===== config.mk =====
export PLATFORM = sky130hd
export DESIGN_NAME = mem_wb_block
export DESIGN_NICKNAME = d
export VERILOG_FILES = /design/src/rtl/mips_pkg.sv /design/src/rtl/mem_wb_block_data_mem.sv /design/src/rtl/mem_wb_block.sv
export SDC_FILE = /design/constraint.sdc
export NUM_CORES = 2
export LEC_CHECK = 0
export ABC_AREA = 1
export BUFFER_PORTS_ARGS = -buffer_cell sky130_fd_sc_hd__buf_2
export CELL_PAD_IN_SITES_DETAIL_PLACEMENT = 0
export CELL_PAD_IN_SITES_GLOBAL_PLACEMENT = 1
export CORE_MARGIN = 3
export CORE_UTILIZATION = 56
export CTS_CLUSTER_DIAMETER = 40
export CTS_CLUSTER_SIZE = 24
export DETAILED_ROUTE_END_ITERATION = 7
export GPL_ROUTABILITY_DRIVEN = 0
export PLACE_DENSITY = 0.8
export SYNTH_ARGS = -nofsm -noshare
export SYNTH_HDL_FRONTEND = slang
export SYNTH_SLANG_ARGS = --single-unit
export TNS_END_PERCENT = 20

===== constraint.sdc =====
create_clock -name clk -period 5.3 [get_ports clk]
set_clock_uncertainty 0.05 [all_clocks]
set_input_delay 0.795 -clock clk [delete_from_list [all_inputs] [get_ports clk]]
set_output_delay 0.795 -clock clk [all_outputs]
set_load 0.01 [all_outputs]

===== src/rtl/mips_pkg.sv =====
// Shared constants, opcode helpers and FSM state type for the MEM/WB stage.
package mips_pkg;

    localparam int unsigned DATA_W    = 16;
    localparam int unsigned REG_W     = 3;
    localparam int unsigned OP_W      = 6;
    localparam int unsigned FLAG_W    = 2;
    localparam int unsigned MEM_DEPTH = 256;
    localparam int unsigned ADDR_W    = $clog2(MEM_DEPTH);

    localparam logic [OP_W-1:0] OP_LD      = 6'b010100;
    localparam logic [OP_W-1:0] OP_ST      = 6'b010101;
    localparam logic [1:0]      CTRL_CLASS = 2'b11;

    typedef enum logic [1:0] {
        IDLE    = 2'd0,
        LOAD_RD = 2'd1,
        LOAD_WB = 2'd2
    } state_t;

    // Control-class ops (branches/jumps) never write back.
    function automatic logic is_ctrl(input logic [OP_W-1:0] op);
        return op[OP_W-1 -: 2] == CTRL_CLASS;
    endfunction

endpackage


===== src/rtl/mem_wb_block_data_mem.sv =====
// 256x16 data memory: synchronous write, registered read, contents not reset.
module data_mem
    import mips_pkg::*;
(
    input  logic              i_clk,
    input  logic              i_we,
    input  logic [ADDR_W-1:0] i_waddr,
    input  logic [DATA_W-1:0] i_wdata,
    input  logic              i_re,
    input  logic [ADDR_W-1:0] i_raddr,
    output logic [DATA_W-1:0] o_rdata
);

    logic [DATA_W-1:0] r_mem [MEM_DEPTH];

    always_ff @(posedge i_clk) begin
        if (i_we) begin
            r_mem[i_waddr] <= i_wdata;
        end
        if (i_re) begin
            o_rdata <= r_mem[i_raddr];
        end
    end

endmodule


===== src/rtl/mem_wb_block.sv =====
// MEM/WB stage: ALU writeback, stores, and two-cycle loads from local data memory.
// Optional held-flags register and flag_q port are enabled by defining FLAG_HOLD_EN.
module mem_wb_block
    import mips_pkg::*;
(
    input  logic              clk,
    input  logic              reset,
    input  logic              valid_in,
    input  logic [OP_W-1:0]   op_dec,
    input  logic [REG_W-1:0]  rd_in,
    input  logic [DATA_W-1:0] ans_ex,
    input  logic [DATA_W-1:0] DM_data,
    input  logic [FLAG_W-1:0] flag_ex,
    output logic              ready_out,
    output logic              wb_en,
    output logic [REG_W-1:0]  wb_rd,
    output logic [DATA_W-1:0] wb_data
`ifdef FLAG_HOLD_EN
    ,
    output logic [FLAG_W-1:0] flag_q
`endif
);

    state_t            r_state;
    logic [REG_W-1:0]  r_rd;
    logic [ADDR_W-1:0] r_addr;
    logic [DATA_W-1:0] w_rdata;
    logic              w_accept;
    logic              w_is_ld;
    logic              w_is_st;
    logic              w_is_alu;

    assign w_accept = valid_in & ready_out;
    assign w_is_ld  = (op_dec == OP_LD);
    assign w_is_st  = (op_dec == OP_ST);
    assign w_is_alu = !w_is_ld && !w_is_st && !is_ctrl(op_dec);

    // Reads happen only in LOAD_RD, so a store one cycle ahead of a load is already visible.
    data_mem u_data_mem (
        .i_clk   (clk),
        .i_we    (w_accept & w_is_st),
        .i_waddr (ans_ex[ADDR_W-1:0]),
        .i_wdata (DM_data),
        .i_re    (r_state == LOAD_RD),
        .i_raddr (r_addr),
        .o_rdata (w_rdata)
    );

    always_ff @(posedge clk or posedge reset) begin
        if (reset) begin
            r_state   <= IDLE;
            r_rd      <= '0;
            r_addr    <= '0;
            ready_out <= 1'b1;
            wb_en     <= 1'b0;
            wb_rd     <= '0;
            wb_data   <= '0;
        end else begin
            wb_en <= 1'b0;
            case (r_state)
                IDLE: begin
                    if (w_accept && w_is_ld) begin
                        r_rd      <= rd_in;
                        r_addr    <= ans_ex[ADDR_W-1:0];
                        r_state   <= LOAD_RD;
                        ready_out <= 1'b0;
                    end else if (w_accept && w_is_alu) begin
                        wb_en   <= (rd_in != '0);
                        wb_rd   <= rd_in;
                        wb_data <= ans_ex;
                    end
                end
                LOAD_RD: begin
                    r_state <= LOAD_WB;
                end
                LOAD_WB: begin
                    r_state   <= IDLE;
                    ready_out <= 1'b1;
                    wb_en     <= (r_rd != '0);
                    wb_rd     <= r_rd;
                    wb_data   <= w_rdata;
                end
                default: begin
                    r_state   <= IDLE;
                    ready_out <= 1'b1;
                end
            endcase
        end
    end

`ifdef FLAG_HOLD_EN
    always_ff @(posedge clk or posedge reset) begin
        if (reset) begin
            flag_q <= '0;
        end else if (w_accept && w_is_alu) begin
            flag_q <= flag_ex;
        end
    end
`else
    logic w_unused_flags;
    assign w_unused_flags = ^flag_ex;
`endif

endmodule


==> metrics.md <==
| Metric | Value |
|---|---|
| Status | complete, no violations |
| Mapped Nets | 13,796 |
| CP Launch Point | r_addr[0]$_DFFE_PP0P_ |
| Min Hold Slack | 78.9 ps |
| Total Die Area | 305,000 um2 |
| Ports | 67 |
| Initial cell density of the core | 0.566 |
| Cells after synthesis | 13,750 |
| Die Height | 552 um |
| Vias per inst | 6.11 |
| Max Cap Viol | 0 |
| Post-synth top flop | edfxtp_1 |
| CTS root buffer | clkbuf_16 |
| # rows | 199 |
| Largest net degree at the start of global routing | 201 |
| Slowest-stage cell, CP | inv_16 |
| Bufs on Longest Clock Path | 4 |
| Worst-Margin Slew | 1280 ps |
| Critical-path cell list | inv_16 -> buf_4 -> nand2_1 -> nand3_1 -> nand3_1 -> nand3_1 -> nand3_1 -> nand3_1 -> nand3_1 -> nand2_1 -> nand2_1 -> nand2_1 |
| Multi-input logic area | 37,700 um2 |
| VDD IR-drop max | 0.400 mV |
| Crit path kind | flip-flop to flip-flop |
| Util after Layout | 0.648 |
| Share of layout cells above drive strength 1 | 0.105 |
| CTS tree | yes |
| Simple-Gate Fraction of Synth Area | 0.224 |
| Hold Path Class | input port to flip-flop |
| Fraction of registers with async set/reset | 0.00820 |
| Final WL | 478 mm |
| Fmax | 0.241 GHz |
| GRT Overall Usage | 0.306 |
| Most Frequent Cell on Critical Path | nand3_1 |
| Setup WS pre-CTS | 1330 ps |
| Final slew viol count | 0 |
| Worst-path maximum fanout | 200 |
| Core ar. | 295,000 um2 |
| Largest family of logic cells by synthesized area | simple AND/OR/NAND/NOR gates |
| Post-CTS resize count | 0 |
| Critical path capture point type | flip-flop |
| Area share of xor/xnor cells in the synthesized design | 0 |
| First-pass GRT wire length | 696 mm |
| TritonCTS Buffers | 545 |
| Reg clk slew, reported paths | 60 ps |
| Sequential area share after synthesis | 0.744 |
| Multiplexer share of the synthesized area | 0 |
| Worst endpoint required time | 6130 ps |
| Compound-Gate Fraction of Synth Area | 0.00120 |
| Final setup violation count | 0 |
| Post-route setup slack | 1160 ps |
| Setup crit start kind | flip-flop |
| Design Area, Final | 191,000 um2 |
| Drt drc | 0 |
| Final Hold Vio Count | 0 |
| Drt wl/cell | 26.0 um |
| Die width | 552 um |
| Mapped Avg Cell Area | 12.1 um2 |
| Synth warn | 0 |
| Power per cell area | 388 nW/um2 |
| Synth unique cells | 25 |
| Final period utilization | 0.781 |
| Post-DP HPWL | 262 mm |
| Leak pwr | 0.0673 uW |
| Post-synth EDFFs | 4,112 |
| ANT nets after route | 0 |
| P&R area growth vs syn | 14.7% |
| Max_slew headroom | 0.146 |
| Tmin final | 4140 ps |
| First-pass DRT Iterations | 6 |
| WP data arrival | 4970 ps |
| CTS H-Tree Depth | 6 |
| Filler instances | 21,429 |
| Setup TNS | 0 ps |
| HP Start | rd_in[1] |
| Num Clock Sinks | 4,146 |
| Vias in the first global route | 106,597 |
| Total number of vias | 111,951 |
| Starting DRT DRC Count | 15,607 |
| Area after DPL | 173,000 um2 |
| Initial antenna violation count | 12 |
| Yosys reg bits | 4,146 |
| Post-CTS Repair Setup Buffers | 0 |
| Unrepaired setup endpoints after global routing | no |
| Storage element area | 124,000 um2 |
| Reg-to-Reg Start | r_addr[0]$_DFFE_PP0P_ |
| Number of I/O port buffers | 64 |
| Max incr delay on CP | 840 ps |
| Nets | 14,006 |
| Adder-Cell Fraction of Synth Area | 0 |
| Global route overflow | 0 |
| Worst-Skew Late Latency | 1020 ps |
| Cell area after synthesis | 167,000 um2 |
| Hold-fix buffers, CTS | 13 |
-- cell families after synthesis --
family                 Yosys count
buffers and inverters          973
DFF                           4146
AOI/OAI and AO/OA               35
and+or+nand+nor               8596
-- through the flow --
stage | power [uW] | cells
finish | 74400 | 18334
global route | 76200 | 18327
CTS | 74700 | 18326
detailed placement | 37500 | 17319
global placement | 37500 | 17319
floorplan | 36800 | 13750
-- cell type report --
cell class,count,share of cell area
Antenna cell,8,0.000105
Clock buffer,613,0.0734
Clock inverter,381,0.0248
Inverter,30,0.000850
Multi-Input combinational cell,8631,0.197
Sequential cell,4146,0.649
Tap cell,3919,0.0256
Timing Repair Buffer,606,0.0290
-- routing by layer --
layer / global-route usage / vias up / part of all wire
li1: - / 49671 / -
met4: 0.137 / 8 / 0.048
met3: 0.0585 / 954 / 0.10
met2: 0.471 / 6270 / 0.46
met1: 0.429 / 55048 / 0.39
met5: 0 / - / 0.00012
-- power by group --
part           internal (uW)  switching [uW]
clock                  22900           14600
sequential             36100               0
combinational           72.6             746
-- flip-flops by register name, summed over array words and instances (netlist names) --
| signal | cells |
|---|---|
| u_data_mem.o_rdata | 16 |
| r_rd | 3 |
| ready_out | 1 |
| wb_data | 16 |
| r_addr | 8 |
| wb_en | 1 |
| r_state | 2 |
| u_data_mem.r_mem | 4096 |
| wb_rd | 3 |
-- synthesized netlist by cell type, drive strengths merged, types with 6 or more instances --
master  number  area [um2]
edfxtp    4112      123000
clkbuf     158         593
buf        785        4380
o21ai       16        80.1
nor2       287        1080
inv         29         114
nand3     4041       20200
nand2     4260       16000
dfrtp       33         826
a31oi       17         106
nor3         6        50.1
-- worst paths after layout --
kind | endpoint | slack (ps) | depth (start not counted)
setup / recovery | u_data_mem.o_rdata[0]$_DFFE_PN_ | 1160 | 12
hold / removal | r_rd[1]$_DFFE_PP0P_ | 80 | 3
setup reg to reg | u_data_mem.o_rdata[0]$_DFFE_PN_ | 1160 | 12
hold reg to reg | r_rd[1]$_DFFE_PP0P_ | 480 | 2
max in group asynchronous | r_addr[1]$_DFFE_PP0P_ | 4260 | 4
min in group asynchronous | wb_data[4]$_DFFE_PP0P_ | 430 | 4
-- cell usage in the layout, fill, tap and decap left out, types with 13 or more instances in the layout --
cell           count
nand2_1         4240
edfxtp_1        4112
nand3_1         4041
clkbuf_16        553
buf_4            452
nor2_1           285
buf_12            77
clkinv_2          74
bufinv_16         70
clkbuf_1          60
clkinv_1          54
inv_6             53
clkinvlp_4        52
buf_2             48
clkinv_4          31
dfrtp_1           27
inv_1             22
a31oi_1           17
clkinv_8          17
o21ai_0           16
buf_8             16
clkinv_16         13
dlygate4sd3_1     13
-- worst max-delay path, delay by kind of cell, from the launching register on --
family | cells | cell delay, ps
flip-flops | 1 | 720
buffers and inverters | 2 | 1310
AND/OR/NAND/NOR | 10 | 1780
Power figures use the tool's default switching activity.
